<file path="config.mk">
export PLATFORM = sky130hd
export DESIGN_NAME = dm_port_arbiter
export DESIGN_NICKNAME = d
export VERILOG_FILES = /design/src/rtl/dm_arb_pkg.sv /design/src/rtl/dm_arb_pick.sv /design/src/rtl/dm_port_arbiter.sv
export SDC_FILE = /design/constraint.sdc
export NUM_CORES = 1
export LEC_CHECK = 0
export ABC_AREA = 1
export CORE_MARGIN = 10
export CORE_UTILIZATION = 35
export CTS_BUF_LIST = sky130_fd_sc_hd__clkbuf_4 sky130_fd_sc_hd__clkbuf_8
export DETAILED_ROUTE_END_ITERATION = 8
export PLACE_DENSITY = 0.71
export SYNTH_ARGS = -nofsm -noshare
export SYNTH_HDL_FRONTEND = slang
export SYNTH_HIERARCHICAL = 1
export SYNTH_SLANG_ARGS = --single-unit
</file>
<file path="constraint.sdc">
create_clock -name clk -period 7.6 [get_ports clk]
set_input_delay 2.28 -clock clk [delete_from_list [all_inputs] [get_ports clk]]
set_output_delay 2.28 -clock clk [all_outputs]
set_load 0.01 [all_outputs]
</file>
<file path="src/rtl/dm_arb_pkg.sv">
// Shared types and constants for the data-memory port arbiter.
// Optional round-robin tie-break is enabled with `define DM_ARB_ROUND_ROBIN_EN.
package dm_arb_pkg;

  typedef enum logic [1:0] {
    ST_IDLE  = 2'd0,
    ST_ISSUE = 2'd1,
    ST_WAIT  = 2'd2,
    ST_DONE  = 2'd3
  } state_e;

  localparam logic PORT_CPU = 1'b0;
  localparam logic PORT_DBG = 1'b1;

  localparam int unsigned RD_LAT_MAX = 4;
  localparam int unsigned WCNT_W     = $clog2(RD_LAT_MAX);

  // Reads must never drive byte enables, whatever the requester left on wea.
  function automatic logic [3:0] issue_wea(input logic we, input logic [3:0] wea);
    return we ? wea : 4'b0000;
  endfunction

endpackage

</file>
<file path="src/rtl/dm_arb_pick.sv">
// Combinational 2-way request picker for the data-memory arbiter.
// DM_ARB_ROUND_ROBIN_EN selects round-robin ties; otherwise port 0 has fixed priority.
module dm_arb_pick
  import dm_arb_pkg::*;
(
  input  logic [1:0] req_i,
  input  logic       last_i,
  output logic       win_o,
  output logic       valid_o
);

  always_comb begin
    valid_o = |req_i;
`ifdef DM_ARB_ROUND_ROBIN_EN
    if (&req_i) begin
      win_o = ~last_i;
    end else begin
      win_o = req_i[1] ? PORT_DBG : PORT_CPU;
    end
`else
    win_o = req_i[0] ? PORT_CPU : PORT_DBG;
`endif
  end

`ifndef DM_ARB_ROUND_ROBIN_EN
  logic unused_last;
  assign unused_last = last_i;
`endif

endmodule

</file>
<file path="src/rtl/dm_port_arbiter.sv">
// Two-port arbiter in front of the single data-memory BRAM (CPU port 0, debug port 1).
// Define DM_ARB_ROUND_ROBIN_EN for round-robin tie-breaking instead of port-0 priority.
module dm_port_arbiter
  import dm_arb_pkg::*;
#(
  parameter int unsigned AW     = 32,
  parameter int unsigned RD_LAT = 1
) (
  input  logic          clk,
  input  logic          rst,
  input  logic          m0_req,
  input  logic          m0_we,
  input  logic [AW-1:0] m0_addr,
  input  logic [3:0]    m0_wea,
  input  logic [31:0]   m0_wdata,
  output logic          m0_ack,
  output logic [31:0]   m0_rdata,
  input  logic          m1_req,
  input  logic          m1_we,
  input  logic [AW-1:0] m1_addr,
  input  logic [3:0]    m1_wea,
  input  logic [31:0]   m1_wdata,
  output logic          m1_ack,
  output logic [31:0]   m1_rdata,
  output logic          mem_en,
  output logic [AW-1:0] mem_addr,
  output logic [3:0]    mem_wea,
  output logic [31:0]   mem_wdata,
  input  logic [31:0]   mem_rdata,
  output logic          busy
);

  localparam logic [WCNT_W-1:0] WCNT_LAST = WCNT_W'(RD_LAT - 1);

  state_e            state_q, state_d;
  logic              port_q, port_d;
  logic              we_q, we_d;
  logic [AW-1:0]     addr_q, addr_d;
  logic [3:0]        wea_q, wea_d;
  logic [31:0]       wdata_q, wdata_d;
  logic [31:0]       rdata0_q, rdata0_d;
  logic [31:0]       rdata1_q, rdata1_d;
  logic [WCNT_W-1:0] wcnt_q, wcnt_d;

  logic pick_win;
  logic pick_valid;
  logic pick_last;

`ifdef DM_ARB_ROUND_ROBIN_EN
  logic last_q, last_d;
  assign pick_last = last_q;

  always_ff @(posedge clk or posedge rst) begin
    if (rst) begin
      last_q <= PORT_DBG;
    end else begin
      last_q <= last_d;
    end
  end
`else
  assign pick_last = PORT_DBG;
`endif

  dm_arb_pick u_pick (
    .req_i   ({m1_req, m0_req}),
    .last_i  (pick_last),
    .win_o   (pick_win),
    .valid_o (pick_valid)
  );

  always_ff @(posedge clk or posedge rst) begin
    if (rst) begin
      state_q  <= ST_IDLE;
      port_q   <= PORT_CPU;
      we_q     <= 1'b0;
      addr_q   <= '0;
      wea_q    <= '0;
      wdata_q  <= '0;
      rdata0_q <= '0;
      rdata1_q <= '0;
      wcnt_q   <= '0;
    end else begin
      state_q  <= state_d;
      port_q   <= port_d;
      we_q     <= we_d;
      addr_q   <= addr_d;
      wea_q    <= wea_d;
      wdata_q  <= wdata_d;
      rdata0_q <= rdata0_d;
      rdata1_q <= rdata1_d;
      wcnt_q   <= wcnt_d;
    end
  end

  always_comb begin
    state_d  = state_q;
    port_d   = port_q;
    we_d     = we_q;
    addr_d   = addr_q;
    wea_d    = wea_q;
    wdata_d  = wdata_q;
    rdata0_d = rdata0_q;
    rdata1_d = rdata1_q;
    wcnt_d   = wcnt_q;
`ifdef DM_ARB_ROUND_ROBIN_EN
    last_d   = last_q;
`endif
    case (state_q)
      ST_IDLE: begin
        if (pick_valid) begin
          port_d = pick_win;
          if (pick_win == PORT_DBG) begin
            we_d    = m1_we;
            addr_d  = m1_addr;
            wea_d   = m1_wea;
            wdata_d = m1_wdata;
          end else begin
            we_d    = m0_we;
            addr_d  = m0_addr;
            wea_d   = m0_wea;
            wdata_d = m0_wdata;
          end
`ifdef DM_ARB_ROUND_ROBIN_EN
          last_d = pick_win;
`endif
          state_d = ST_ISSUE;
        end
      end
      ST_ISSUE: begin
        wcnt_d  = '0;
        state_d = we_q ? ST_DONE : ST_WAIT;
      end
      ST_WAIT: begin
        // mem_rdata is valid only in the final WAIT cycle.
        if (wcnt_q == WCNT_LAST) begin
          if (port_q == PORT_DBG) begin
            rdata1_d = mem_rdata;
          end else begin
            rdata0_d = mem_rdata;
          end
          wcnt_d  = '0;
          state_d = ST_DONE;
        end else begin
          wcnt_d = wcnt_q + WCNT_W'(1);
        end
      end
      ST_DONE: begin
        state_d = ST_IDLE;
      end
      default: begin
        state_d = ST_IDLE;
      end
    endcase
  end

  assign mem_en    = (state_q == ST_ISSUE);
  assign mem_wea   = (state_q == ST_ISSUE) ? issue_wea(we_q, wea_q) : 4'b0000;
  assign mem_addr  = addr_q;
  assign mem_wdata = wdata_q;
  assign m0_ack    = (state_q == ST_DONE) && (port_q == PORT_CPU);
  assign m1_ack    = (state_q == ST_DONE) && (port_q == PORT_DBG);
  assign m0_rdata  = rdata0_q;
  assign m1_rdata  = rdata1_q;
  assign busy      = (state_q != ST_IDLE);

endmodule

</file>
Yosys cells after proc, flatten, opt, wreduce, memory -nomap -nowiden
Index checks and enable logic that the tools add are counted.
{"block": "classes", "add_sub_neg": 1, "eq_ne": 5, "mux": 13, "bitwise": 1, "reduce_logical": 11}
{"operator": "32-bit two-way mux", "n": 2}
{"operator": "4-bit two-way mux", "n": 3}
{"operator": "2-bit one-hot mux with 4 select lines", "n": 1}
{"operator": "2-bit two-way mux", "n": 3}
{"operator": "3-bit AND reduction", "n": 2}
{"operator": "2-bit == test, second input constant", "n": 2}
{"operator": "2-bit zero test", "n": 2}
{"operator": "2-bit inequality test, second input constant", "n": 2}
{"operator": "2-bit one-hot mux with 2 select lines", "n": 1}
{"operator": "2-bit AND reduction", "n": 2}
{"operator": "2-bit nonzero test", "n": 2}
{"operator": "1-bit two-way mux", "n": 3}
{"operator": "2-bit by 1-bit adder with 2-bit output, second input constant", "n": 1}
{"operator": "2-bit by 1-bit == test with 1-bit output, second input constant", "n": 1}
{"operator": "1-bit logical AND", "n": 2}
{"operator": "2-bit OR reduction", "n": 1}
{"operator": "1-bit inverter", "n": 1}
{"block": "word_totals", "reg_bits": 138, "elab_cells": 40}

Longest topological paths before layout
{"block": "depth", "depth_word": 3, "mapped_depth": 8, "ltp_nobuf": 7}

Modules after synthesis
The synthesis kept the hierarchy.
{"mod": "dm_port_arbiter", "instances": 1, "cells_each": 738, "area_each_um2": 6258.5, "seq_area_each_um2": 3453.3}
{"mod": "dm_arb_pick", "instances": 1, "cells_each": 3, "area_each_um2": 13.8, "seq_area_each_um2": 0.0}

Worst setup path before layout
No wires, ideal clock.
{"block": "synth_timing", "path_type": "reg-to-output", "from": "reg state_q[1]", "to": "out mem_wea[0]", "t_arrival_ns": 0.999, "t_required_ns": 5.320, "setup_slack_ns": 4.321, "stages_incl_launch_ff": 5, "n_path_buf": 0, "path_cell_list": "dfrtp_1 > inv_1 > ha_1 > nand2_1 > nor2_1"}
{"block": "synth_between", "elab_chain_len": 2}
{"item": "start, declared", "line": "dm_port_arbiter.sv:35", "source": "state_e state_q, state_d;"}
{"item": "start signal, assigned", "line": "dm_port_arbiter.sv:83", "source": "state_q <= state_d;"}
{"item": "2-bit by 1-bit == test with 1-bit output"}
{"item": "named net mem_en", "line": "dm_port_arbiter.sv:25", "source": "output logic mem_en,"}
{"item": "4-bit two-way mux", "line": "dm_port_arbiter.sv:157", "source": "assign mem_wea = (state_q == ST_ISSUE) ? issue_wea(we_q, wea_q) : 4'b0000;"}
{"item": "end, declared", "line": "dm_port_arbiter.sv:27", "source": "output logic [3:0] mem_wea,"}
The timed path passes the listed nets, and every way through them passes these cells.

Worst setup path in the final report
{"block": "layout_timing", "from": "reg state_q[1]", "to": "out mem_wea[1]"}
{"block": "layout_between", "elab_chain_len": 2}
{"item": "2-bit by 1-bit == test with 1-bit output", "line": "dm_port_arbiter.sv:157"}
{"item": "4-bit two-way mux", "line": "dm_port_arbiter.sv:157"}
No other way between the ends.

==> reports/metrics.yaml <==
status: "complete, no violations"
routedWlPerCell_um: 16.11
place.detailed.hpwl_um: 15280
final_max_slew_viol_count: 0
finalCritPeriodShare_pct: 57.30
synth_cells: 740
die_h_um: 153.8
drive_gt1_share_pct: 4.986
antenna_found_initial: 0
cts_resized: 0
core_sq_mm: 0.01742
whs_ps: 481.0
fmax_mhz: 229.6
worstPathRequired_ps: 5320
cts_tree: "yes"
grt_setup_unrepaired: "no"
via_per_inst: 4.543
total_power_w: 0.003721
ff2ff_path_depth: 6
die_x_um: 153.8
leakage_nw: 4.837
setup_ws_ps: 3245
end_kind: "primary output"
h-tree-depth: 4
place.gp.congestion: 0.7752
vias: 5761
max-slew-margin-rel_pct: 17.89
grt_pass1_vias: 5707
cp_data_arrival_time_ps: 2070
path_max_fanout: 5
io_pins: 310
grt_remaining_overflow: 0
crit_type: "flop to primary output"
hp-class: "flop to flop"
drv_cap: 0
post_cts_buffers: 0
whs_path_depth: 2
root_buffer: "clkbuf_8"
worst_pin_slew_ps: 1230
ant_nets: 0
placed_area_sq_mm: 0.009435
r2r_slack_ps: 5380
start_util_pct: 35.99
cts_made_buffers: 17
pre_cts_slack_ps: 3044
grtUsageTotal_pct: 16.90
p_per_area_mw_per_mm2: 377.7
synth_area_sq_mm: 0.006269
diodes: 0
setup_tns_ps: 0
max-vdd-ir-drop_mv: 0.1943
mappedNetlistNets: 921
clock_sinks: 138
setup_viol: 0
dieArea_sq_mm: 0.02366
dr.pass1.iters: 4
clock_latency_ps: 440
clk_pin_slew_worst_paths_ps: 80
syn_avg_cell_area_sq_um: 8.471
row_count: 48
port_buffers: 309
cts_hold_buf: 0
drcViolationCount: 0
finalWirelength_um: 20430
start_kind: "flop"
grt_pass1_wl_um: 32060
post-route-cell-area_sq_mm: 0.009851
fin_nets: 1212
ys_warn_count: 6
drt-initial-drc-count: 266
hold_violations: 0
synthToLayoutAreaGrowth_pct: 57.15
grt_start_max_net_pins: 88
final.min_clock_period_ps: 4355
skew_ps: 15.77
cts_buffer_depth: 2
==> worst paths after layout <==
| kind | from | end |
|---|---|---|
| worst max-delay path | state_q[1] | mem_wea[1] |
| worst min-delay path | mem_wdata[18] | mem_wdata[18] |
| worst max register to register | state_q[0] | mem_addr[28] |
| worst min register to register | mem_wdata[18] | mem_wdata[18] |
| max in group asynchronous | rst | mem_addr[28] |
| min in group asynchronous | rst | mem_wdata[13] |
==> final cells by class <==
class | count | area [sq um]
Clock buffer | 18 | 247.7
Fill cell | 1606 | 7566
Clock inverter | 13 | 167.7
Multi-Input combinational cell | 441 | 2121
Timing Repair Buffer | 313 | 3123
Inverter | 120 | 456.7
Tap cell | 225 | 281.5
Sequential cell | 138 | 3453
==> sequential cells by signal (all words and copies together) (netlist names) <==
signal	count
m0_rdata	32
m1_rdata	32
mem_addr	32
mem_wdata	32
wea_q	4
state_q	2
wcnt_q	2
port_q	1
we_q	1
==> through the flow <==
stage	instances	util, %
after floorplan	740	-
after global placement	1237	54.17
after detailed placement	1237	54.17
after CTS	1268	56.56
after global routing	1268	56.56
final	1268	56.56
==> routing by layer <==
metal / track usage, % / routed length [um]
met1: 20.43 / 8372
met2: 24.96 / 9034
met3: 8.898 / 2631
met4: 6.343 / 393
met5: 0 / 0
==> power breakdown <==
part	internal (W)	total (W)	switching, W
clock network	0.000335	0.000633	0.000298
logic	0.000919	0.00179	0.000869
registers	0.00110	0.00130	0.000201
==> worst max-delay path: stages (launching register included) <==
cell,delay [ps]
dfrtp_1,440
inv_1,130
ha_1,190
nand2_1,150
nor2_1,170
clkdlybuf4s50_1,590
==> placed cells by master (no fill, tap or decap) <==
cell,count
buf_4,4
bufinv_16,3
clkbuf_8,18
clkdlybuf4s50_1,309
clkinv_2,4
clkinv_4,3
clkinvlp_4,1
dfrtp_1,138
ha_1,7
inv_1,116
inv_2,2
inv_6,3
inv_8,1
nand2_1,283
nand2_2,3
nand3_1,5
nand3_4,1
nor2_1,6
o211ai_1,69
o21ai_0,3
o21ai_1,55
o21ai_2,9
(Power assumes the default switching activity.)
